[config.mk]
export PLATFORM = sky130hd
export DESIGN_NAME = l2_tag_ctrl
export DESIGN_NICKNAME = d
export VERILOG_FILES = /design/src/rtl/l2_tag_ctrl.sv
export SDC_FILE = /design/constraint.sdc
export NUM_CORES = 1
export LEC_CHECK = 0
export CAP_MARGIN = 15
export CORE_ASPECT_RATIO = 2
export CORE_MARGIN = 10
export CORE_UTILIZATION = 45
export CTS_CLUSTER_SIZE = 14
export DETAILED_ROUTE_END_ITERATION = 8
export GPL_ROUTABILITY_DRIVEN = 0
export PLACE_DENSITY_LB_ADDON = 0.15
export SLEW_MARGIN = 20
export SYNTH_ARGS = -nofsm -noshare
export SYNTH_HDL_FRONTEND = slang
export SYNTH_SLANG_ARGS = --single-unit
[constraint.sdc]
create_clock -name clk -period 3.57 [get_ports clk]
set_input_delay 0.8925 -clock clk [delete_from_list [all_inputs] [get_ports clk]]
set_output_delay 0.8925 -clock clk [all_outputs]
set_load 0.01 [all_outputs]
[src/rtl/l2_tag_ctrl.sv]
// l2_tag_ctrl
//   Tag-array controller for a direct-mapped L2 with 32-byte lines. After reset
//   it sweeps every set to an invalid, clean, zero-tag entry. It then serves one
//   request at a time: a lookup reads the stored entry and reports hit, dirty
//   and the victim tag, and an update writes a new entry. The tag SRAM has one
//   write port (port 0) and one read port (port 1). Both ports are clocked by clk.
//
// Ports
//   clk, rst            clock, asynchronous active-high reset
//   req_valid/ready     request handshake (ready only while idle)
//   req_op              0 = lookup, 1 = update
//   req_addr            byte address: tag [28:12], index [11:5], offset [4:0]
//   req_vbit/dirty      entry bits written by an update
//   resp_valid/ready    lookup result handshake
//   resp_hit/dirty      result flags, both qualified by the stored valid bit
//   resp_victim_*       raw stored valid bit and tag
//   init_done           invalidation sweep finished
//   tag_csb0/addr0/din0 SRAM write port, select active low
//   tag_csb1/addr1      SRAM read port, select active low
//   tag_dout1           SRAM read data, {valid, dirty, tag}
//
// States
//   state | meaning
//   INIT  | write an all-zero entry to each set, index 0 up to 127
//   IDLE  | req_ready=1, waiting for a request
//   RD    | read port selected at the index of the captured request
//   WAIT  | SRAM read data is valid; it is sampled at the end of this cycle
//   RESP  | result held stable until resp_ready
//   WR    | one write-port cycle for an update
module l2_tag_ctrl #(
    parameter int TAG_W = 17,
    parameter int IDX_W = 7,
    parameter int OFF_W = 5
) (
    input  logic                         clk,
    input  logic                         rst,
    input  logic                         req_valid,
    output logic                         req_ready,
    input  logic                         req_op,
    input  logic [TAG_W+IDX_W+OFF_W-1:0] req_addr,
    input  logic                         req_vbit,
    input  logic                         req_dirty,
    output logic                         resp_valid,
    input  logic                         resp_ready,
    output logic                         resp_hit,
    output logic                         resp_dirty,
    output logic                         resp_victim_valid,
    output logic [TAG_W-1:0]             resp_victim_tag,
    output logic                         init_done,
    output logic                         tag_csb0,
    output logic [IDX_W-1:0]             tag_addr0,
    output logic [TAG_W+1:0]             tag_din0,
    output logic                         tag_csb1,
    output logic [IDX_W-1:0]             tag_addr1,
    input  logic [TAG_W+1:0]             tag_dout1
);

    localparam int ENT_W = TAG_W + 2;

    typedef enum logic [2:0] {
        S_INIT,
        S_IDLE,
        S_RD,
        S_WAIT,
        S_RESP,
        S_WR
    } state_t;

    state_t           state_q;
    logic [IDX_W:0]   init_cnt_q;   // MSB set once every index has been written
    logic [TAG_W-1:0] tag_q;        // tag of the lookup in flight

    logic [IDX_W-1:0] req_idx;
    logic [TAG_W-1:0] req_tag;
    logic             rd_valid;
    logic             rd_dirty;
    logic [TAG_W-1:0] rd_tag;
    logic             unused_offset;

    assign req_idx       = req_addr[OFF_W +: IDX_W];
    assign req_tag       = req_addr[OFF_W+IDX_W +: TAG_W];
    assign unused_offset = ^req_addr[OFF_W-1:0];

    assign rd_valid = tag_dout1[ENT_W-1];
    assign rd_dirty = tag_dout1[ENT_W-2];
    assign rd_tag   = tag_dout1[TAG_W-1:0];

    always_ff @(posedge clk or posedge rst) begin
        if (rst) begin
            state_q           <= S_INIT;
            init_cnt_q        <= '0;
            tag_q             <= '0;
            req_ready         <= 1'b0;
            resp_valid        <= 1'b0;
            resp_hit          <= 1'b0;
            resp_dirty        <= 1'b0;
            resp_victim_valid <= 1'b0;
            resp_victim_tag   <= '0;
            init_done         <= 1'b0;
            tag_csb0          <= 1'b1;
            tag_addr0         <= '0;
            tag_din0          <= '0;
            tag_csb1          <= 1'b1;
            tag_addr1         <= '0;
        end else begin
            // Both SRAM ports idle with zeroed buses unless a state below selects one.
            tag_csb0  <= 1'b1;
            tag_addr0 <= '0;
            tag_din0  <= '0;
            tag_csb1  <= 1'b1;
            tag_addr1 <= '0;

            case (state_q)
                S_INIT: begin
                    if (init_cnt_q[IDX_W]) begin
                        state_q   <= S_IDLE;
                        init_done <= 1'b1;
                        req_ready <= 1'b1;
                    end else begin
                        tag_csb0   <= 1'b0;
                        tag_addr0  <= init_cnt_q[IDX_W-1:0];
                        init_cnt_q <= init_cnt_q + {{IDX_W{1'b0}}, 1'b1};
                    end
                end
                S_IDLE: begin
                    if (req_valid && req_ready) begin
                        req_ready <= 1'b0;
                        if (req_op) begin
                            state_q   <= S_WR;
                            tag_csb0  <= 1'b0;
                            tag_addr0 <= req_idx;
                            tag_din0  <= {req_vbit, req_dirty & req_vbit, req_tag};
                        end else begin
                            state_q   <= S_RD;
                            tag_csb1  <= 1'b0;
                            tag_addr1 <= req_idx;
                            tag_q     <= req_tag;
                        end
                    end
                end
                S_RD: begin
                    state_q <= S_WAIT;
                end
                S_WAIT: begin
                    state_q           <= S_RESP;
                    resp_valid        <= 1'b1;
                    resp_hit          <= rd_valid && (rd_tag == tag_q);
                    resp_dirty        <= rd_valid && rd_dirty;
                    resp_victim_valid <= rd_valid;
                    resp_victim_tag   <= rd_tag;
                end
                S_RESP: begin
                    if (resp_ready) begin
                        state_q           <= S_IDLE;
                        req_ready         <= 1'b1;
                        resp_valid        <= 1'b0;
                        resp_hit          <= 1'b0;
                        resp_dirty        <= 1'b0;
                        resp_victim_valid <= 1'b0;
                        resp_victim_tag   <= '0;
                    end
                end
                S_WR: begin
                    state_q   <= S_IDLE;
                    req_ready <= 1'b1;
                end
                default: begin
                    state_q <= S_INIT;
                end
            endcase
        end
    end

endmodule

==> flow_metrics.py, run 1 <==
metrics = {
    "clock_network": {
        "cts_tree": "built",
        "hold_buffers": 0,
        "h-tree-depth": 3,
        "clk_path_buf_depth": 2,
        "cts_resized": 0,
        "cts_setup_buffers": 0,
        "clkTransAtPathRegs_ns": 0.06,
        "cts_buffers": 9,
        "root_buffer": "clkbuf_16",
        "clock_latency_ns": 0.33,
        "clock-sinks": 86,
    },
    "logic_synthesis": {
        "ys_seq_area_frac": 0.637,
        "async_reset_ff_frac": 1.00,
        "synthFlopType": "dfrtp_1",
        "syn_area_um2": 3380,
        "synth_cell_types": 37,
        "yosysWarnings": 0,
        "syn_avg_cell_area_um2": 13.6,
        "synth_seq_cells": 86,
        "syn_nets": 304,
        "syn-instance-count": 248,
        "synth_edf_count": 0,
    },
    "detailed_routing": {
        "m1WireLength_um": 3100,
        "routed_wl_um": 8500,
        "detail-route-antenna-nets": 0,
        "vias": 2368,
        "drcViolationCount": 0,
        "top_layer": "met4",
        "routed_via_density": 5.19,
        "met3_length_um": 486,
        "post_drt_wl_per_cell_um": 18.6,
        "drt_iter0_drc": 100,
        "wl_met2_um": 4770,
        "dr.pass1.iters": 4,
    },
    "sta": {
        "slew_headroom": 0.438,
        "finalCritPeriodShare": 0.701,
        "drv_slew": 0,
        "min_period_ns": 2.50,
        "worstMarginPinSlew_ns": 0.842,
        "rsz0062_at_grt": "no",
        "setup_violations": 0,
        "setup_ws_ns": 1.07,
        "hold_violations": 0,
        "tns_ns": 0,
        "skew_ns": 0.00542,
        "fmax_mhz": 400,
    },
    "critical_path": {
        "worst_setup_path_end_kind": "register",
        "crit_type": "in2reg",
        "critPathBufInv": 2,
        "crit_chain": "clkdlybuf4s50_1 > nand3_2 > nor4_4 > buf_12 > mux2_2",
        "arrival_ns": 2.72,
        "startpoint_type": "input pin",
        "slowest_stage": "clkdlybuf4s50_1",
        "crit_family": "buffers and inverters",
        "cp_slowest_stage_delay_ns": 0.55,
        "critPathRequiredTime_ns": 3.79,
        "worstPathMaxFanout": 17,
    },
    "global_routing": {
        "grt_max_degree": 60,
        "grt_pass1_wl_um": 13300,
        "grt_pass1_vias": 2485,
        "grt_usage": 0.152,
        "antenna_found_initial": 0,
        "overflow": 0,
    },
    "floorplanning": {
        "io_pins": 113,
        "core_um2": 7320,
        "die-area_um2": 11600,
        "start_util": 0.462,
        "die_x_um": 81.3,
        "num_rows": 44,
        "fp.dieH_um": 143,
    },
    "final_layout": {
        "diodes": 0,
        "fin_nets": 415,
        "syn2layout_area_growth_pct": 43.4,
        "drive_gt1_frac": 0.129,
    },
    "place": {
        "io_buffers": 107,
        "dpl.hpwl_um": 6410,
        "pre_cts_ws_ns": 0.675,
    },
    "power": {
        "total_power_w": 0.00361,
        "power_density_nw_per_um2": 745,
        "leakagePower_nw": 2.14,
        "ir_worst_vdd_mv": 0.469,
    },
    "worst_hold_path": {
        "hold_class": "reg2reg",
    },
    "outcome": {
        "outcome": "finished clean",
    },
    "run": {
        "drv_cap": 0,
    },
}
sequential cells by signal, indices dropped and copies added, names as in the netlist:
signal	cells
init_cnt_q	8
init_done	1
req_ready	1
resp_dirty	1
resp_hit	1
resp_valid	1
resp_victim_tag	17
resp_victim_valid	1
state_q	3
tag_addr0	7
tag_addr1	7
tag_csb0	1
tag_csb1	1
tag_din0	19
tag_q	17
routing by layer:
metal  GRT usage  vias to the layer above
li1            -                     1095
met1       0.153                     1194
met3      0.0424                       11
met5           0                        -
met4      0.0605                        0
met2       0.279                       68
cell families after synthesis:
kind of cell / share of synthesized area
and+or+nand+nor: 0.121
xor gates and xnor gates: 0.0596
muxes: 0.0599
buffers and inverters: 0.0233
adders and majority gates: 0.00370
AOI/OAI and AO/OA: 0.0958
DFF: 0.637
cell usage in the layout (no fill, tap or decap), drive strengths merged, types with 2 or more instances in the layout:
master / instances
dfrtp: 84
nand4: 5
xnor2: 19
buf: 5
clkbuf: 13
a22o: 25
clkdlybuf4s50: 107
nor3: 3
xor2: 4
mux2: 18
nand2b: 4
a31oi: 3
and2: 25
and3: 2
nor4: 3
inv: 2
clkinv: 4
nand3: 4
nand2: 9
o21ai: 4
and4: 2
dfstp: 2
a21oi: 3
nor2: 5
per-stage QoR:
stage                     hold slack [ns]  utilization  instances  cell area, µm²
after floorplan                     0.459            -        248            3380
after global placement              0.444        0.624        440            4570
after detailed placement            0.469        0.624        440            4570
after CTS                           0.485        0.662        456            4850
after global routing                0.505        0.662        456            4850
final                               0.479        0.662        456            4850
synth_stat cells, drive strengths merged (2+ instances only):
library cell  instances  area, µm²
dfrtp                84       2100
inv                   3       11.3
nor2                  5       18.8
nand2                 9       33.8
clkbuf                5       21.3
and3                  2       12.5
nor3                  3       15.0
o21ai                 4       20.0
and4                  2       17.5
mux2                 18        203
nand3                 4       25.0
xnor2                19        166
buf                   7       46.3
xor2                  4       35.0
nand2b                4       25.0
a21oi                 3       15.0
dfstp                 2       52.6
a31oi                 3       18.8
nand4                 5       31.3
and2                 25        156
a22o                 25        219
nor4                  3       40.0
report_power, final:
| part | switching, W | internal, W | total (W) |
|---|---|---|---|
| registers | 0.000260 | 0.00128 | 0.00154 |
| clock network | 0.000363 | 0.000509 | 0.000872 |
| logic | 0.000490 | 0.000704 | 0.00119 |
| total | 0.00111 | 0.00250 | 0.00361 |
tightest hold or removal path, stage by stage (launching register included):
cell	delay, ns
dfrtp_1	0.34
nand2_1	0.05
nand2_1	0.06
final cells by class:
cell class / instances / area, µm²
Fill cell: 555 / 2470
Sequential cell: 86 / 2150
Multi-Input combinational cell: 147 / 1150
Timing Repair Buffer: 112 / 1130
Clock buffer: 13 / 260
Tap cell: 92 / 115
Clock inverter: 3 / 18.8
Inverter: 3 / 12.5
final timing paths:
check | startpoint | end | slack, ns | cells past startpoint
setup / recovery | req_valid | tag_q[11]$_DFFE_PP0P_ | 1.07 | 5
hold / removal | resp_victim_valid$_DFFE_PP0P_ | resp_victim_valid$_DFFE_PP0P_ | 0.48 | 2
setup reg to reg | state_q[1]$_DFFE_PP0P_ | resp_hit$_DFFE_PP0P_ | 1.34 | 4
hold reg to reg | resp_victim_valid$_DFFE_PP0P_ | resp_victim_valid$_DFFE_PP0P_ | 0.48 | 2
max in group asynchronous | rst | tag_csb0$_DFF_PP1_ | 1.96 | 3
min in group asynchronous | rst | tag_addr1[1]$_DFF_PP0_ | 0.90 | 2
Note: power is estimated with default switching activity, not from simulation.
==> inputs of run 2 (changes only) <==
--- a/config.mk
+++ b/config.mk
@@ -8,7 +8,7 @@
 export CAP_MARGIN = 15
 export CORE_ASPECT_RATIO = 2
 export CORE_MARGIN = 10
-export CORE_UTILIZATION = 45
+export CORE_UTILIZATION = 41
 export CTS_CLUSTER_SIZE = 14
 export DETAILED_ROUTE_END_ITERATION = 8
 export GPL_ROUTABILITY_DRIVEN = 0
==> constraint.sdc (replaced) <==
create_clock -name clk -period 2.29 [get_ports clk]
set_input_delay 0.5725 -clock clk [delete_from_list [all_inputs] [get_ports clk]]
set_output_delay 0.5725 -clock clk [all_outputs]
set_load 0.01 [all_outputs]
==> flow_metrics.py, run 2 (synthesized netlist as in run 1, its figures left out) <==
metrics = {
    "global_routing": {
        "antenna_found_initial": 0,
        "grt_max_degree": 87,
        "grt_usage": 0.143,
        "grt_pass1_wl_um": 14000,
        "use_met3": 0.0542,
        "gr-usage-met1": 0.138,
        "grt_util_met2": 0.259,
        "top_usage_layer": "met2",
        "grt_pass1_vias": 2583,
        "overflow": 0,
    },
    "sta": {
        "finalCritPeriodShare": 0.861,
        "drv_slew": 0,
        "min_period_ns": 1.97,
        "worstMarginPinSlew_ns": 0.462,
        "slew_headroom": 0.690,
        "hold_violations": 0,
        "fmax_mhz": 507,
        "hold_slack_ns": 0.466,
        "skew_ns": 0.00679,
        "tns_ns": 0,
        "rsz0062_at_grt": "no",
        "setup_violations": 0,
    },
    "floorplanning": {
        "start_util": 0.423,
        "fp.dieH_um": 148,
        "die-area_um2": 12500,
        "num_rows": 46,
        "die_x_um": 84.2,
        "core_um2": 8000,
        "io_pins": 113,
    },
    "worst_hold_path": {
        "hp-start": "init_done$_DFFE_PP0P_",
        "hold_class": "reg2reg",
    },
    "detailed_routing": {
        "dr.pass1.iters": 4,
        "routed_via_density": 5.06,
        "post_drt_wl_per_cell_um": 18.7,
        "drcViolationCount": 0,
        "detail-route-antenna-nets": 0,
        "routed_wl_um": 8730,
        "vias": 2364,
        "drt_iter0_drc": 53,
    },
    "power": {
        "ir_worst_vdd_mv": 0.850,
        "leakagePower_nw": 2.19,
        "p_switching_w": 0.00174,
        "clockPowerShare": 0.260,
        "total_power_w": 0.00587,
        "p_int_w": 0.00413,
        "switching_share": 0.297,
        "p_comb_frac": 0.342,
        "power_frac_seq": 0.398,
        "power_density_nw_per_um2": 1190,
    },
    "critical_path": {
        "slowest_stage": "clkdlybuf4s50_1",
        "r2r-start": "state_q[0]$_DFFE_PP0P_",
        "startpoint": "req_ready$_DFFE_PP0P_",
        "crit_type": "reg2out",
        "startpoint_type": "register",
        "cp_slowest_stage_delay_ns": 0.59,
        "worst_setup_path_end_kind": "output port",
        "critPathBufInv": 1,
        "crit_family": "buffers and inverters",
        "critPathRequiredTime_ns": 1.72,
        "worstPathMaxFanout": 8,
        "crit_chain": "clkdlybuf4s50_1",
        "arrival_ns": 1.40,
    },
    "final_layout": {
        "final_util": 0.618,
        "diodes": 0,
        "drive_gt1_frac": 0.146,
        "largest_register_ffs": 19,
        "nFillCells": 689,
        "largest_register": "tag_din0",
        "final_cell_mix": "107 x clkdlybuf4s50_1, 84 x dfrtp_1, 25 x a22o_1, 25 x and2_1, 19 x xnor2_1",
        "final_common_cell": "clkdlybuf4s50_1",
        "fin_area_um2": 4950,
        "fin_nets": 422,
        "reg.largest.list": "tag_din0 (19), resp_victim_tag (17), tag_q (17)",
        "syn2layout_area_growth_pct": 46.3,
    },
    "clock_network": {
        "cts_tree": "built",
        "h-tree-depth": 3,
        "cts_resized": 0,
        "clock-sinks": 86,
        "hold_buffers": 0,
        "root_buffer": "clkbuf_16",
        "clock_latency_ns": 0.34,
        "cts_setup_buffers": 0,
        "clk_path_buf_depth": 2,
        "cts_buffers": 9,
        "clkTransAtPathRegs_ns": 0.06,
    },
    "outcome": {
        "outcome": "finished clean",
    },
    "run": {
        "drv_cap": 0,
    },
    "place": {
        "dpl.hpwl_um": 6640,
        "place_area_um2": 4630,
        "io_buffers": 107,
    },
}
run 2: area by class of cell:
class                      instances  area [µm²]  area share
sequential                        86        2150       0.436
timing repair buffer             119        1190       0.240
multi-input combinational        147        1150       0.233
clock buffer                      12         246      0.0498
tap                               96         120      0.0243
clock inverter                     4        70.1      0.0142
inverter                           3        15.0     0.00303
run 2: per-layer routing:
| layer | wire [µm] | vias up | part of all wire |
|---|---|---|---|
| met5 | 0 | - | 0 |
| met4 | 119 | 0 | 0.014 |
| met3 | 570 | 7 | 0.065 |
| met2 | 4930 | 64 | 0.56 |
| met1 | 3120 | 1189 | 0.36 |
| li1 | - | 1104 | - |
run 2: power groups by stage:
| stage | Combinational (W) | Sequential [W] | Clock (W) |
|---|---|---|---|
| after floorplan | 0.00101 | 0.00243 | 0 |
| after global placement | 0.00202 | 0.00234 | 0 |
| after detailed placement | 0.00205 | 0.00236 | 0 |
| after CTS | 0.00206 | 0.00234 | 0.00157 |
| after global routing | 0.00218 | 0.00239 | 0.00163 |
| final | 0.00201 | 0.00233 | 0.00153 |
run 2: path summary, 6_finish.rpt:
path | end | slack, ns | depth (start not counted)
max in group asynchronous | tag_csb0$_DFF_PP1_ | 1.20 | 3
hold / removal | init_done$_DFFE_PP0P_ | 0.47 | 1
setup / recovery | req_ready | 0.32 | 1
hold reg to reg | init_done$_DFFE_PP0P_ | 0.47 | 1
setup reg to reg | tag_q[11]$_DFFE_PP0P_ | 0.55 | 5
min in group asynchronous | tag_din0[0]$_DFF_PP0_ | 0.71 | 3
run 2: metrics by stage:
step                      instances  setup slack (ns)
after floorplan                 248             0.599
after global placement          451             0.134
after detailed placement        451             0.104
after CTS                       467             0.300
after global routing            467             0.267
final                           467             0.318
==> inputs of run 3 (changes only) <==
--- a/config.mk
+++ b/config.mk
@@ -13,7 +13,6 @@
 export DETAILED_ROUTE_END_ITERATION = 8
 export GPL_ROUTABILITY_DRIVEN = 0
 export PLACE_DENSITY_LB_ADDON = 0.15
-export SLEW_MARGIN = 20
 export SYNTH_ARGS = -nofsm -noshare
 export SYNTH_HDL_FRONTEND = slang
 export SYNTH_SLANG_ARGS = --single-unit
==> results of run 3 <==
Final layout, timing and power as in run 2 (identical DEF).
